==> config.mk <==
export PLATFORM = sky130hd
export DESIGN_NAME = lane_pack_deser
export DESIGN_NICKNAME = d
export VERILOG_FILES = /design/src/rtl/lane_pack_pkg.sv /design/src/rtl/lane_pack_out_reg.sv /design/src/rtl/lane_pack_deser.sv
export SDC_FILE = /design/constraint.sdc
export NUM_CORES = 1
export LEC_CHECK = 0
export CORE_MARGIN = 4
export CORE_UTILIZATION = 53
export DETAILED_ROUTE_END_ITERATION = 8
export HOLD_SLACK_MARGIN = 0.15
export PLACE_DENSITY = 0.87
export SLEW_MARGIN = 40
export SYNTH_ARGS = -nofsm -noshare
export SYNTH_HDL_FRONTEND = slang
export SYNTH_SLANG_ARGS = --single-unit
export TNS_END_PERCENT = 30
==> constraint.sdc <==
create_clock -name clk -period 2 [get_ports clk]
set_input_delay 0.4 -clock clk [delete_from_list [all_inputs] [get_ports clk]]
set_output_delay 0.4 -clock clk [all_outputs]
set_load 0.1 [all_outputs]
==> src/rtl/lane_pack_pkg.sv <==
// Shared types and helpers for the lane packing deserializer.
package lane_pack_pkg;

  typedef enum logic {
    FILL = 1'b0,
    FULL = 1'b1
  } state_e;

  localparam int DEF_WIDTH = 4;
  localparam int DEF_DEPTH = 4;

  // Counter width able to hold 0..depth.
  function automatic int cnt_w(input int depth);
    return $clog2(depth + 1);
  endfunction

endpackage

==> src/rtl/lane_pack_out_reg.sv <==
// Output holding register: keeps the packed word and its word count stable
// until the sink takes it, and reports when a new word may be loaded.
module lane_pack_out_reg #(
  parameter int W  = 16,
  parameter int CW = 3
) (
  input  logic          clk,
  input  logic          arst,
  input  logic          load_i,
  input  logic [W-1:0]  load_data_i,
  input  logic [CW-1:0] load_count_i,
  input  logic          out_ready_i,
  output logic          out_valid_o,
  output logic [W-1:0]  out_data_o,
  output logic [CW-1:0] out_count_o,
  output logic          out_free_o
);

  logic          valid_q, valid_d;
  logic [W-1:0]  data_q, data_d;
  logic [CW-1:0] count_q, count_d;

  assign out_valid_o = valid_q;
  assign out_data_o  = data_q;
  assign out_count_o = count_q;
  // Slot is free when empty or being drained this cycle.
  assign out_free_o  = !valid_q || out_ready_i;

  // Load wins over drain so a same-cycle refill keeps valid high; data only
  // changes on load so it is never cleared by a drain.
  always_comb begin
    valid_d = valid_q;
    data_d  = data_q;
    count_d = count_q;
    if (load_i) begin
      valid_d = 1'b1;
      data_d  = load_data_i;
      count_d = load_count_i;
    end else if (valid_q && out_ready_i) begin
      valid_d = 1'b0;
    end
  end

  // Holding register state.
  always_ff @(posedge clk or posedge arst) begin
    if (arst) begin
      valid_q <= 1'b0;
      data_q  <= '0;
      count_q <= '0;
    end else begin
      valid_q <= valid_d;
      data_q  <= data_d;
      count_q <= count_d;
    end
  end

endmodule

==> src/rtl/lane_pack_deser.sv <==
// Packs DEPTH consecutive WIDTH-bit words (first word in the LSBs) into one
// wide word behind a valid/ready holding register.
// Optional early-close input in_last is enabled by defining LANE_PACK_FLUSH_EN.
module lane_pack_deser
  import lane_pack_pkg::*;
#(
  parameter int WIDTH = DEF_WIDTH,
  parameter int DEPTH = DEF_DEPTH
) (
  input  logic                        clk,
  input  logic                        arst,
  input  logic                        in_valid,
  output logic                        in_ready,
  input  logic [WIDTH-1:0]            in_data,
`ifdef LANE_PACK_FLUSH_EN
  input  logic                        in_last,
`endif
  output logic                        out_valid,
  input  logic                        out_ready,
  output logic [WIDTH*DEPTH-1:0]      out_data,
  output logic [cnt_w(DEPTH)-1:0]     out_count
);

  localparam int CW = cnt_w(DEPTH);
  localparam int IW = $clog2(DEPTH);
  localparam logic [CW-1:0] LAST_IDX = CW'(DEPTH - 1);
  localparam logic [CW-1:0] ONE      = CW'(1);

  state_e                          state_q, state_d;
  logic [CW-1:0]                   count_q, count_d;
  logic [DEPTH-1:0][WIDTH-1:0]     acc_q, acc_d;
  logic [DEPTH-1:0][WIDTH-1:0]     ins;
  logic                            in_fire, close_pkt, last_word, out_free;
  logic                            ld;
  logic [DEPTH-1:0][WIDTH-1:0]     ld_data;
  logic [CW-1:0]                   ld_count;

`ifdef LANE_PACK_FLUSH_EN
  assign last_word = in_last;
`else
  assign last_word = 1'b0;
`endif

  assign in_ready  = (state_q == FILL) && !arst;
  assign in_fire   = in_valid && in_ready;
  // Packet closes on the DEPTH-th word or on an early in_last.
  assign close_pkt = (count_q == LAST_IDX) || last_word;

  // Accumulator/FSM next state and load request to the holding register.
  always_comb begin
    state_d  = state_q;
    count_d  = count_q;
    acc_d    = acc_q;
    ld       = 1'b0;
    ld_data  = acc_q;
    ld_count = count_q;
    ins      = acc_q;
    ins[count_q[IW-1:0]] = in_data;
    case (state_q)
      FILL: begin
        if (in_fire) begin
          if (close_pkt && out_free) begin
            // Zero-bubble path: straight into the output register.
            ld       = 1'b1;
            ld_data  = ins;
            ld_count = count_q + ONE;
            acc_d    = '0;
            count_d  = '0;
          end else begin
            acc_d   = ins;
            count_d = count_q + ONE;
            if (close_pkt) state_d = FULL;
          end
        end
      end
      FULL: begin
        // Output register only frees up via out_fire here.
        if (out_free) begin
          ld       = 1'b1;
          ld_data  = acc_q;
          ld_count = count_q;
          acc_d    = '0;
          count_d  = '0;
          state_d  = FILL;
        end
      end
      default: state_d = FILL;
    endcase
  end

  // Accumulator and FSM registers; reset discards any partial packet.
  always_ff @(posedge clk or posedge arst) begin
    if (arst) begin
      state_q <= FILL;
      count_q <= '0;
      acc_q   <= '0;
    end else begin
      state_q <= state_d;
      count_q <= count_d;
      acc_q   <= acc_d;
    end
  end

  lane_pack_out_reg #(
    .W  (WIDTH*DEPTH),
    .CW (CW)
  ) u_out (
    .clk          (clk),
    .arst         (arst),
    .load_i       (ld),
    .load_data_i  (ld_data),
    .load_count_i (ld_count),
    .out_ready_i  (out_ready),
    .out_valid_o  (out_valid),
    .out_data_o   (out_data),
    .out_count_o  (out_count),
    .out_free_o   (out_free)
  );

endmodule

# Word level (Yosys, flattened, before mapping)
# Index checks and enable logic that the tools add are counted.
# op_classes
addsub	1
n_mul	0
div	0
magnitude_cmp	2
eq_ne	3
n_shift	0
mux	28
n_bitwise	1
reduce_logical	10
# op_table
op	n
16-bit 2-to-1 mux	5
16-bit one-hot mux with 2 select lines	2
16-bit bitwise mux	1
3-bit 2-to-1 mux	5
3-bit one-hot mux with 2 select lines	2
1-bit 2-to-1 mux	9
4-bit demux with 2-bit select	1
1-bit logical AND	5
4-bit 2-to-1 mux	1
1-bit one-hot mux with 2 select lines	2
3-bit by 1-bit adder with 3-bit output, second input constant	1
3-bit by 2-bit equality test with 1-bit output, second input constant	1
2-bit by 3-bit less-than comparator with 1-bit output, second input constant	1
2-bit by 1-bit greater-or-equal comparator with 1-bit output, second input constant	1
1-bit logical NOT	2
2-bit by 1-bit inequality test with 1-bit output, second input constant	1
2-bit inequality test, second input constant	1
2-bit AND reduction	1
2-bit nonzero test	1
1-bit logical OR	1
1-bit inverter	1
# word_totals
register_bits	40
latch_bits	0
ram_bits	0
mem_bits_ro	0
in_bits	8
out_inout_bits	21
wordCells	54
n_memories	0

# Longest topological paths before layout
# depth
depth_word	8
mapped_depth	7
mapped_depth_nobuf	6

# Cells and area by module
# A second synthesis with hierarchy kept.
# hier_totals
hier_cells	164
hier_area_um2	2070.7
# by_module_without_submodules
module	instances	cells_each	area_per_inst_um2	seq_area_each_um2
lane_pack_deser	1	120	1246.2	500.5
lane_pack_out_reg	1	44	824.5	500.5

# Least setup slack after synthesis
# Ideal clock, no wire load.
# synth_path
path_type	flip-flop to output port
startpoint	register state_q
endpoint	output in_ready
arrival_ns	1.754
required_ns	1.600
setup_slack_ns	-0.154
stages_incl_launch_ff	3
path_buffers	1
cell_sequence	dfrtp_1 -> buf_2 -> nor2_1
# synth_between
elab_chain_len	2
# synth_lines
element	line_no	rtl
start, declared	lane_pack_deser.sv:29	state_e state_q, state_d;
start signal, assigned	lane_pack_deser.sv:98	state_q <= state_d;
1-bit inverter	n/a	
1-bit logical AND	lane_pack_deser.sv:44	assign in_ready = (state_q == FILL) && !arst;
end, declared	lane_pack_deser.sv:13	output logic in_ready,
# No other way between the ends.

# Final worst setup path
# layout_path
startpoint	register count_q[0]
endpoint	register u_out.count_q[0] (netlist: u_out.out_count_o[0])
# layout_between
elab_chain_len	5
elab_cells_between_ends	9
classes_between	add/sub (1); eq/ne (1); mux (6); reduce/logical (1)
# layout_lines
element	line_no	rtl
start, declared	lane_pack_deser.sv:30	logic [CW-1:0] count_q, count_d;
start signal, assigned	lane_pack_deser.sv:99	count_q <= count_d;
parallel branches: the longest is 5 deep, another holds 3-bit by 1-bit adder with 3-bit output	n/a	
end signal, assigned	lane_pack_out_reg.sv:53	count_q <= count_d;
end, declared	lane_pack_out_reg.sv:21	logic [CW-1:0] count_q, count_d;
# Parallel ways; which one is timed is not known.
# A chain may end at the register's enable or synchronous reset.

==> results <==
- The final number of hold-violating endpoints is 0.
- The number of clock buffers added by TritonCTS is 5.
- The total negative slack is 0 ps.
- The HPWL after detailed placement is 2.782 mm.
- The kind of capture point of the worst setup path is a flip-flop.
- From synthesis to final layout, the design area changed by 20.68%.
- The capture endpoint of the worst hold path is acc_q[8]$_DFFE_PP0P_.
- Summing all multi-input logic gate instances after layout gives 879.6 µm².
- The worst path needs 1769 ps of the cycle, external delays included.
- Among all flip-flop cells after synthesis, the most frequent one is sky130_fd_sc_hd__dfrtp_1.
- After synthesis, the share of flip-flops with an asynchronous set or reset is 100.0%.
- The largest incremental delay on the critical path is 470 ps.
- The number of cells traversed by the worst register-to-register path is 6.
- After layout, the worst path uses 88.43% of the clock period.
- The fill cell total of the finished layout is 263.
- The slowest stage cell on the critical path is sky130_fd_sc_hd__dfrtp_1.
- The signal on the critical path passes through ha_1, and2b_1, nand2_1, ha_1, o22ai_1, a21oi_1.
- The count of buffers added on input and output ports is 28.
- The Yosys step of the flow raised 0 warnings.
- In the routed design, unresolved DRC markers number 0.
- After the last flow step, the layout net total stands at 212.
- For this design, the sink count on the clock tree is 40.
- The weighted congestion at the end of routability-driven global placement is 0.7699.
- The critical path required time is 2180 ps.
- Buffers inserted to repair hold after CTS numbered 0.
- The routed wire length is 3.933 mm.
- The via count is 1353.
- The core region is 3442 µm².
- The die is 68.73 µm tall.
- The tree is rooted in a sky130_fd_sc_hd__clkbuf_8.
- The post-detailed-route wirelength per cell is 16.05 µm.
- In this run the worst path has a maximum fanout of 6.
- For the pin with the worst max-slew slack, the measured transition is 529.2 ps.
- The total routing resource utilization after global routing is 19.43%.
- Headroom to the max-slew limit came out at 64.64%.
- In this run the cell area of the synthesized design comes to 1954 µm².
- After technology mapping, the gate count stands at 166.
- The clock input transition at the sequential cells of the worst setup and hold paths is 70 ps.
- The residual antenna-violating net count after detailed routing is 0.
- The first global-routing pass estimated 6.575 mm of wire.
- The worst setup skew after layout is 7.981 ps.
- The maximum number of pins on one net before global-route repair is 41.
- The via count of the first global-routing pass is 1351.
- Counting distinct cell types in the post-synthesis netlist gives 24.
- The min-delay analysis places its worst path in the category reg -> reg.
- In this run the horizontal extent of the chip is 68.73 µm.
- The synthesized area per cell is 11.77 µm².
- TritonCTS built the clock tree.
- The beginning of the worst register-to-register path is count_q[0]$_DFFE_PP0P_.
- Counting instances, the worst hold path has a depth of 2.
- Counting flops with a built-in enable in the synthesized netlist gives 0.
- Post-CTS timing repair inserted 0 buffers for setup.
- The worst hold path begins at acc_q[8]$_DFFE_PP0P_.
- The violation count after the first detailed-route iteration is 113.
- The starting density of the core is 56.78%.
- The die covers 4723 µm².
- The number of pins exceeding their max-slew limit in the final report is 0.
- Setup violations remaining at the end of the flow were counted as 0.
- The synthesized design contains 40 register bits.
- The worst register-to-register path has a setup slack of 230 ps.
- The run finished with clean final reports.
- The sequential cell area fraction in the yosys report is 51.22%.
- The minimum hold slack is 511.8 ps.
- The fmax is 0.5654 GHz.
- The detailed-route vias per instance is 5.522.
- The number of nets in the synthesized netlist is 180.
- The initialized floorplan defines 21 standard-cell rows.
- The initial antenna violation count came to 0.
- The area taken by flip-flops and latches is 1002 µm².
- In this run the deepest clock path goes through 2 buffers.
- STA classifies the critical path startpoint as a flip-flop.
- For this design the top-level I/O count stands at 29.
- The arrival time of data at the critical path endpoint is 1940 ps.
- The remaining global-route overflow is 0.
- The worst setup path is of the reg -> reg kind.
- The H-tree was split into 2 levels.
- Max-cap violations in this run came to 0.
- The diode insertion count for antenna repair is 0.
- The endpoint of the worst register-to-register path is u_out.out_count_o[0]$_DFFE_PP0P_.
- Setup repair after global routing left no endpoint under its margin.
- In the final layout, the share of cells above drive strength 1 is 22.11%.
- In this design, the critical path's most frequently occurring cell is sky130_fd_sc_hd__ha_1.
- The count of TritonRoute iterations in the first routing pass is 2.
- The clock latency reported for the late side of the worst-skew pair is 290 ps.
- The total of cells resized after clock tree synthesis is 0.
## cells in the mapped netlist (2+ instances only)
cell,n,area [µm²]
sky130_fd_sc_hd__nand3_1,2,10.01
sky130_fd_sc_hd__a32o_1,2,20.02
sky130_fd_sc_hd__buf_2,3,15.01
sky130_fd_sc_hd__ha_1,6,75.07
sky130_fd_sc_hd__mux2i_1,46,460.4
sky130_fd_sc_hd__inv_1,3,11.26
sky130_fd_sc_hd__a21oi_1,5,25.02
sky130_fd_sc_hd__buf_1,3,11.26
sky130_fd_sc_hd__o21ai_0,16,80.08
sky130_fd_sc_hd__o22ai_1,2,12.51
sky130_fd_sc_hd__nand2_1,20,75.07
sky130_fd_sc_hd__dfrtp_1,40,1001
sky130_fd_sc_hd__buf_6,3,33.78
sky130_fd_sc_hd__mux2_2,3,33.78
sky130_fd_sc_hd__nor2_1,3,11.26
## logic make-up after synthesis
| group | Yosys count | share of synthesized area, % |
|---|---|---|
| adders and majority gates | 6 | 3.841 |
| DFF | 40 | 51.22 |
| AOI/OAI and AO/OA | 28 | 8.259 |
| and+or+nand+nor | 29 | 7.107 |
| muxes | 49 | 25.29 |
| buffers and inverters | 14 | 4.289 |
## cell usage in the layout (no fill, tap or decap), drive strengths merged
cell type and count:
a32o 2, nor3b 1, mux2 3, nor2 3, o22ai 2, mux2i 46
ha 6, nand3 3, clkinv 1, dfrtp 40, a31oi 1, clkbuf 6
o21ai 16, bufinv 1, nand2b 1, clkdlybuf4s50 7, nand2 20, a22o 1
buf 29, a21oi 6, and2b 1, inv 3
## state kept, by name, summed over array words and instances (netlist names)
register,cells
acc_q,16
count_q,3
state_q,1
u_out.out_count_o,3
u_out.out_data_o,16
u_out.out_valid_o,1
## worst max-delay path by stage
| stage | to | cells after the start | start | slack [ps] |
|---|---|---|---|---|
| after global placement | count_q[0]$_DFFE_PP0P_ | 4 | out_ready | -1 |
| final | u_out.out_count_o[0]$_DFFE_PP0P_ | 6 | count_q[0]$_DFFE_PP0P_ | 230 |
| after global routing | u_out.out_count_o[0]$_DFFE_PP0P_ | 6 | count_q[0]$_DFFE_PP0P_ | 110 |
| after CTS | acc_q[0]$_DFFE_PP0P_ | 5 | out_ready | 240 |
| after detailed placement | acc_q[0]$_DFFE_PP0P_ | 5 | out_ready | -50 |
| after floorplan | u_out.out_data_o[0]$_DFFE_PP0P_ | 7 | u_out.out_valid_o$_DFFE_PP0P_ | 240 |
## per-stage QoR
stage          util [%]  std cells  worst slack, ps  cell area, µm²
2_1_floorplan         -        166            235.6            1958
3_3_place_gp      65.18        237           -1.187            2243
3_5_place_dp      65.18        237           -52.14            2243
4_1_cts           68.30        245            236.3            2351
5_1_grt           68.52        245            105.8            2359
6_report          68.52        245            231.4            2359
## critical path: cells and delay by family (launching register included)
family	cells	cell delay [ps]
compound gates	2	170
flops	1	470
simple gates	2	360
fa+ha+maj	2	640
## layout make-up
cell class              instances  area share [%]
repair buffers                 36           12.73
well taps                      46           2.440
clock inverters                 2           1.485
flip-flops and latches         40           42.49
inverters                       3          0.4775
clock buffers                   6           3.077
multi-input cells             112           37.29
## metal layers
layer | vias up | wire (µm) | global-route usage (%)
li1 | 648 | - | -
met1 | 675 | 1814 | 26.99
met2 | 24 | 1896 | 28.96
met3 | 6 | 155 | 5.348
met4 | 0 | 68 | 7.299
met5 | - | 0 | 0
Power is left out: the tool's default activity adds up to more than one toggle a clock period on the data nets, which glitch-free logic cannot reach.
==> patch: new RTL, config.mk and constraints unchanged <==
Add a define of `LANE_PACK_FLUSH_EN`.
--- a/src/rtl/lane_pack_deser.sv
+++ b/src/rtl/lane_pack_deser.sv
@@ -1,6 +1,8 @@
 // Packs DEPTH consecutive WIDTH-bit words (first word in the LSBs) into one
 // wide word behind a valid/ready holding register.
 // Optional early-close input in_last is enabled by defining LANE_PACK_FLUSH_EN.
+`define LANE_PACK_FLUSH_EN
+
 module lane_pack_deser
   import lane_pack_pkg::*;
 #(
Ports: changed (added in_last); port bits go from 29 to 30. The function was not compared with the original's and may differ.
==> patch against the original RTL <==
  * Die area increased by 15%
  * Sequential share of layout area decreased by 5.8 points
  * Synthesized area increased by 18%
  * Via count increased by 17%
  * Wire length increased by 19%
  * Worst setup slack got worse by 0.11 ns
  * Count of clock-buffer cells in the layout unchanged
  * Cell area increased by 16%
  * Sequential cell count unchanged
==> patch: results (changes against the original RTL) <==
Outcome
  – Status: finished clean

Logic synthesis
  – Number of distinct standard cells referenced by the synthesized netlist: 31 (+29%)
  – Synth top cells by count: dfrtp_1, mux2i_1, inv_1
  – Async set-reset flop share out of synthesis: 100% (unchanged)
  – Portion of the post-synthesis area used by sequential elements: 43.6% (-7.6 points)
  – Post-synth top area share: 43.6% (-7.6 points)
  – Largest cells by area after synthesis: dfrtp_1, mux2i_1, a221oi_2, o2bb2ai_2, nand2b_1
  – Number of nets in the synthesized netlist: 204 (+13%)

Cells and area
  – Fraction of final layout cells sized beyond drive strength 1: 32.1% (+10 points)

Global routing
  – GRT Total Usage: 19.9% (+0.45 points)
  – Wire length of the first global-routing pass: 8140 um (+24%)

Worst setup path
  – Maximum cell stage delay along the critical path: 0.44 ns (-0.03 ns)
  – CP max FO: 10 (+4)
  – Highest-delay cell along the critical path: dfrtp_2
  – Critical path's top delay family: simple AND/OR/NAND/NOR gates

Detailed routing
  – 1st-pass router iterations: 4 (+2)
  – DR vias: 1580 (+17%)
  – Drt wl/cell: 17.1 um (+6.8%)
  – Iteration-0 DRC Markers: 138 (+22%)

Placed design
  – Detail Placement HPWL: 3460 um (+24%)
  – Total of buffers placed on input and output ports: 29 (+3.6%)
  – Setup Slack @ Placement: 0.00968 ns (+0.0618 ns)
  – GP Congestion: 0.801 (+4.1%)

Timing
  – Least-Margin Pin Slew: 0.512 ns (-0.0176 ns)
  – Max Clock Skew: 0.00694 ns (-0.00104 ns)
-- patch: logic make-up (layout without fill, tap and decap cells) --
family | count (synthesis) | after routing | synth area share (%)
compound gates | 41 | 41 | 21.7
buf+inv | 39 | 74 | 8.55
fa+ha+maj | 6 | 6 | 3.27
mux | 34 | 34 | 14.8
simple gates | 29 | 29 | 8.12
flops | 40 | 40 | 43.6
-- patch: final timing paths --
kind | slack [ns] | startpoint | cells after the start | end
hold reg to reg | 0.51 | acc_q[7]$_DFFE_PP0P_ | 1 | acc_q[7]$_DFFE_PP0P_
max in group asynchronous | 0.88 | arst | 3 | count_q[0]$_DFFE_PP0P_
hold / removal | 0.51 | acc_q[7]$_DFFE_PP0P_ | 1 | acc_q[7]$_DFFE_PP0P_
min in group asynchronous | 0.75 | arst | 3 | acc_q[11]$_DFFE_PP0P_
setup / recovery | 0.12 | count_q[0]$_DFFE_PP0P_ | 6 | u_out.out_data_o[7]$_DFFE_PP0P_
setup reg to reg | 0.12 | count_q[0]$_DFFE_PP0P_ | 6 | u_out.out_data_o[7]$_DFFE_PP0P_
-- patch: metal layers --
layer / global-route usage, % / up-vias / routed length (um)
li1: - / 749 / -
met1: 27.8 / 794 / 2160
met2: 30.4 / 30 / 2280
met3: 4.92 / 7 / 194
met4: 6.04 / 0 / 62
met5: 0 / - / 0
-- patch: report_power, final --
part	internal [mW]	leakage (nW)	total [mW]	switching [mW]
combinational	0.577	0.718	2.11	1.54
sequential	1.02	0.511	1.20	0.177
clock	0.275	0.0510	0.566	0.291
total	1.88	1.28	3.88	2.00
-- patch: area by class of cell --
type / instances / area (um2) / area share, %
Multi-Input combinational cell: 110 / 1110 / 40.8
Sequential cell: 40 / 1000 / 36.7
Clock inverter: 2 / 10.0 / 0.366
Tap cell: 50 / 62.6 / 2.29
Timing Repair Buffer: 43 / 368 / 13.5
Inverter: 23 / 90.1 / 3.30
Clock buffer: 6 / 82.6 / 3.02
-- patch: worst reg2reg max path: stages (launching register included) --
cell and delay (ns):
dfrtp_2 0.44, ha_1 0.22, ha_1 0.17, or2_1 0.30
and3_1 0.21, buf_4 0.19, a221oi_1 0.25
-- patch: stage by stage --
step | std cells | total power [mW] | cell area [um2]
after global placement | 266 | 3.29 | 2630
after floorplan | 189 | 2.89 | 2300
after CTS | 274 | 3.90 | 2720
final | 274 | 3.88 | 2730
after global routing | 274 | 4.07 | 2730
after detailed placement | 266 | 3.34 | 2630
-- patch: timing repair --
item,4_1_cts,5_1_grt
setup buffers,0,0
endpoints found under the setup margin,0,3
resized for setup,0,2
